$ cat src/rtl/fluxo_dados_jogo.sv
// Datapath for the memory game: address/round/timeout counters, jogada register,
// pattern ROM and a one-pulse-per-press button edge detector.
module fluxo_dados_jogo #(
  parameter int TIMEOUT = 5000
) (
  input  logic       clock,
  input  logic       reset,
  input  logic [3:0] botoes,
  input  logic       zeraE,
  input  logic       contaE,
  input  logic       zeraRod,
  input  logic       contaRod,
  input  logic       zeraT,
  input  logic       contaT,
  input  logic       zeraR,
  input  logic       registraR,
  output logic       igual,
  output logic       enderecoIgualRodada,
  output logic       fimE,
  output logic       fimRod,
  output logic       fimT,
  output logic       jogada_feita,
  output logic [3:0] db_contagem,
  output logic [3:0] db_rodada,
  output logic [3:0] db_jogada,
  output logic [3:0] db_memoria
);

  localparam int TW = (TIMEOUT > 1) ? $clog2(TIMEOUT) : 1;
  localparam logic [TW-1:0] TMAX = TW'(TIMEOUT - 1);

  logic [3:0]    contE;
  logic [3:0]    contRod;
  logic [TW-1:0] contT;
  logic [3:0]    jogadaReg;
  logic [3:0]    romWord;
  logic          anyPressed;
  logic          anyPrev;

  assign anyPressed = |botoes;

  // Reset (active-low) dominates every clear, and each clear dominates its count/load.
  always_ff @(posedge clock) begin
    if (!reset) begin
      contE     <= '0;
      contRod   <= '0;
      contT     <= '0;
      jogadaReg <= '0;
      anyPrev   <= 1'b0;
    end else begin
      anyPrev <= anyPressed;

      if (zeraE)       contE <= '0;
      else if (contaE) contE <= contE + 4'd1;

      if (zeraRod)       contRod <= '0;
      else if (contaRod) contRod <= contRod + 4'd1;

      // Timeout counter saturates so fimT stays asserted until cleared.
      if (zeraT)                        contT <= '0;
      else if (contaT && contT != TMAX) contT <= contT + 1'b1;

      if (zeraR)          jogadaReg <= '0;
      else if (registraR) jogadaReg <= botoes;
    end
  end

  always_comb begin
    romWord = 4'b0000;
    case (contE)
      4'd0:    romWord = 4'b0001;
      4'd1:    romWord = 4'b0010;
      4'd2:    romWord = 4'b0100;
      4'd3:    romWord = 4'b1000;
      4'd4:    romWord = 4'b0100;
      4'd5:    romWord = 4'b0010;
      4'd6:    romWord = 4'b0001;
      4'd7:    romWord = 4'b0001;
      4'd8:    romWord = 4'b0010;
      4'd9:    romWord = 4'b0010;
      4'd10:   romWord = 4'b0100;
      4'd11:   romWord = 4'b0100;
      4'd12:   romWord = 4'b1000;
      4'd13:   romWord = 4'b1000;
      4'd14:   romWord = 4'b0001;
      4'd15:   romWord = 4'b0100;
      default: romWord = 4'b0000;
    endcase
  end

  assign igual               = (romWord == jogadaReg);
  assign enderecoIgualRodada = (contE == contRod);
  assign fimE                = (contE == 4'd15);
  assign fimRod              = (contRod == 4'd15);
  assign fimT                = (contT == TMAX);
  assign jogada_feita        = anyPressed & ~anyPrev;

  assign db_contagem = contE;
  assign db_rodada   = contRod;
  assign db_jogada   = jogadaReg;
  assign db_memoria  = romWord;

endmodule

$ cat config.mk
export PLATFORM = sky130hd
export DESIGN_NAME = fluxo_dados_jogo
export DESIGN_NICKNAME = d
export VERILOG_FILES = /design/src/rtl/fluxo_dados_jogo.sv
export SDC_FILE = /design/constraint.sdc
export NUM_CORES = 1
export LEC_CHECK = 0
export ABC_AREA = 1
export CELL_PAD_IN_SITES_DETAIL_PLACEMENT = 2
export CELL_PAD_IN_SITES_GLOBAL_PLACEMENT = 2
export CORE_MARGIN = 2
export CORE_UTILIZATION = 29
export DETAILED_ROUTE_END_ITERATION = 12
export GPL_TIMING_DRIVEN = 0
export PLACE_DENSITY_LB_ADDON = 0.1
export SKIP_LAST_GASP = 1
export SYNTH_ARGS = -nofsm -noshare
export SYNTH_HDL_FRONTEND = slang
export SYNTH_SLANG_ARGS = --single-unit
$ cat constraint.sdc
create_clock -name clock -period 2.9 [get_ports clock]
set_clock_uncertainty 0.2 [all_clocks]
set_input_delay 0.58 -clock clock [delete_from_list [all_inputs] [get_ports clock]]
set_output_delay 0.58 -clock clock [all_outputs]
set_load 0.005 [all_outputs]
==> results.md <==
* Outcome: completed
* Core Region at 5510 sq um
* Relative slew slack at 0.705
* Post-CTS Resized at 0
* Worst path required time at 2.12 ns
* Setup violators final at 0
* Number of global-route vias before repair at 1878
* Std cell rows at 27
* Die area at 6310 sq um
* Die width at ~79 um
* Clk_lat worst skew at 0.28 ns
* Sequential area share after synthesis at 0.364
* Combined area of the multi-input logic cells at 917 sq um
* RSZ-0062 raised after global routing: false
* Capturing point of the worst reg2reg path: db_memoria[2]
* Largest net degree at the start of global routing at 11
* Max Root-Sink Buffers at 2
* Gr ovfl total at 0
* Hold Crit Class: reg -> reg
* Drc violations at 0
* Slew @ Worst Pin at 0.441 ns
* Fin crit period at 2.72 ns
* CTS tree: done
* Simple-gate share of the synthesized area at 0.409
* Critical-path top delay cell: clkdlybuf4s50_1
* Share of layout cells above drive strength 1 at 0.0759
* Most frequent cells in the layout: nand2_1, clkdlybuf4s50_1, inv_1, nor2_1, dfxtp_1
* FF-to-FF setup slack at 1.03 ns
* # Post-CTS Setup Buffers at 0
* Gp weighted congestion at 0.725
* Syn Inst Count at ~250
* PwrDens at a little under 400 nW/um^2
* Worst hold path depth at 2
* All-Layer GR Usage at 0.179
* Synthesized cell area at 1650 sq um
* Kind of critical path: reg -> out
* Vert. Die Dim at approximately 79 um
* Syn avg cell area at roughly 6.6 sq um
* DRT iter0 DRCs at 22
* H-tree Lvls at 2
* Pre-Repair DR Iteration Count at 4
* Clk sink count at 30
* Root buffer cell: clkbuf_8
* Synth top area share at 0.364
* Post-Synth XOR/XNOR Area at 0.0371
* Hold Vio Cnt, Final at 0
* Min-Delay Endpoint: db_jogada[0]
* N_diodes at 0
* Inserted Clock Buffers at 5
* Nets at 307
* Synth top area cells: dfxtp_1, nand2_1, inv_1
* Post-synthesis adder-cell area fraction at 0.0227
* Max FO, Critical Path at 4
* Routed length per instance at 13.6 um
* Initial antenna violation count at 0
* Routed WL at 4.93 mm
* Worst hold start: db_jogada[0]
* Total Power at 0.847 mW
* Reg-to-Reg Start: db_contagem[1]
* Port Buffer Count at 34
* Slew Limit Fails at 0
* Compound-Gate Fraction of Synth Area at 0.0788
* Synth warn at 0
* Crit. End Element: output pin
* Crit share post-route at 0.937
* Post-DP HPWL at between 3 and 4 mm
* Cell taking the most area after synthesis: dfxtp_1
* Io pins at 36
* Via count at 1723
* VDD IR max at 0.196 mV
* Multiplexer area fraction after synthesis at 0
* CTS Hold Bufs at 0
* Max cap viols at 0
* Fmax at ~370 MHz
* CP arrival at between 1.5 and 2 ns
* Net count after synthesis at 266
* First-pass GRT wire length at 8.79 mm
* FILL cells at 688
* Commonest non-fill, non-tap cell in the layout: nand2_1
* Largest family of logic cells by synthesized area: simple AND/OR/NAND/NOR gates
* Starting Density at 0.300
* Area delta synth->final at 31.5%
* Final ANT Viol Nets at 0
* Setup crit start: contT[1]
* CP Launch Type: flop
* CTS clk-pin slew, worst paths at 0.07 ns
* Register-to-Register Path Depth at 9
* Synthesis-stage register bit count at 30
* Crit-path max cell delay at ~0.54 ns
* Yosys cell types at 26
* Post-DR vias/cell at 4.76
* Crit-path cells: ha_1 -> nand2_1 -> nor2_4 -> nor4b_2 -> clkdlybuf4s50_1
* Total negative slack at 0 ns
* FF/Latch Area at 601 sq um
* Cell leakage power at 0.851 nW
-- cells by family after synthesis --
kind of cell | after synthesis
flip-flops | 30
XOR/XNOR | 7
AND/OR/NAND/NOR | 149
adder cells (fa/ha/maj) | 3
buffers and inverters | 36
AO/OA/AOI/OAI | 24
-- metal layers --
layer  up-vias  track usage  wire (um)
met2        22        0.308       2470
met3         5       0.0373        116
met1       822        0.223       2290
met5         -            0          0
li1        874            -          -
met4         0       0.0517         62
-- flip-flops by register name, summed over array words and instances, names as in the netlist --
register     cells
contT           13
db_contagem      4
db_jogada        4
db_memoria       4
db_rodada        4
anyPrev          1
-- stage by stage --
step | std cells | setup slack (ns) | cell area, sq um | utilization | hold WS, ns
2_1_floorplan | 249 | 1.04 | 1650 | - | 0.265
3_3_place_gp | 355 | 0.130 | 2080 | 0.378 | 0.281
3_5_place_dp | 355 | 0.125 | 2080 | 0.378 | 0.295
4_1_cts | 362 | 0.0451 | 2160 | 0.392 | 0.304
5_1_grt | 362 | 0.0481 | 2170 | 0.394 | 0.329
6_report | 362 | 0.182 | 2170 | 0.394 | 0.297
-- critical path: cells and delay by family (launching register included) --
| kind | cells | cell delay (ns) |
|---|---|---|
| DFF | 1 | 0.38 |
| adders and majority gates | 1 | 0.26 |
| buffers and inverters | 1 | 0.54 |
| and+or+nand+nor | 3 | 0.48 |
-- cell type report --
| cell class | count | share of cell area |
|---|---|---|
| inverter | 33 | 0.0571 |
| timing repair buffer | 34 | 0.157 |
| tap | 72 | 0.0415 |
| clock buffer | 7 | 0.0352 |
| buffer | 3 | 0.00980 |
| sequential | 30 | 0.277 |
| multi-input combinational | 183 | 0.423 |
-- synthesized netlist by cell type --
master and instances:
nand2_1 74, inv_1 33, dfxtp_1 30, nor2_1 30, a21oi_1 15, nand3_1 15
nand4_1 8, o21ai_0 6, or2_2 6, xor2_1 5, nor3_1 4, ha_1 3
a221oi_1 2, buf_2 2, nand3b_1 2, nor2_2 2, nor4_1 2, xnor2_1 2
a211oi_1 1, buf_6 1, nand2_2 1, nand2_4 1, nand3_4 1, nor2_4 1
nor3b_1 1, nor4b_1 1
-- worst max path at each step --
stage | to | slack [ns]
floorplan | fimT | 1.04
global placement | jogada_feita | 0.13
detailed placement | jogada_feita | 0.13
CTS | fimT | 0.05
global route | fimT | 0.05
finish | fimT | 0.18
-- power by group --
| group | internal [mW] | switching [mW] |
|---|---|---|
| combinational | 0.0511 | 0.0448 |
| clock | 0.165 | 0.156 |
| sequential | 0.421 | 0.00871 |
Power figures use the tool's default switching activity.
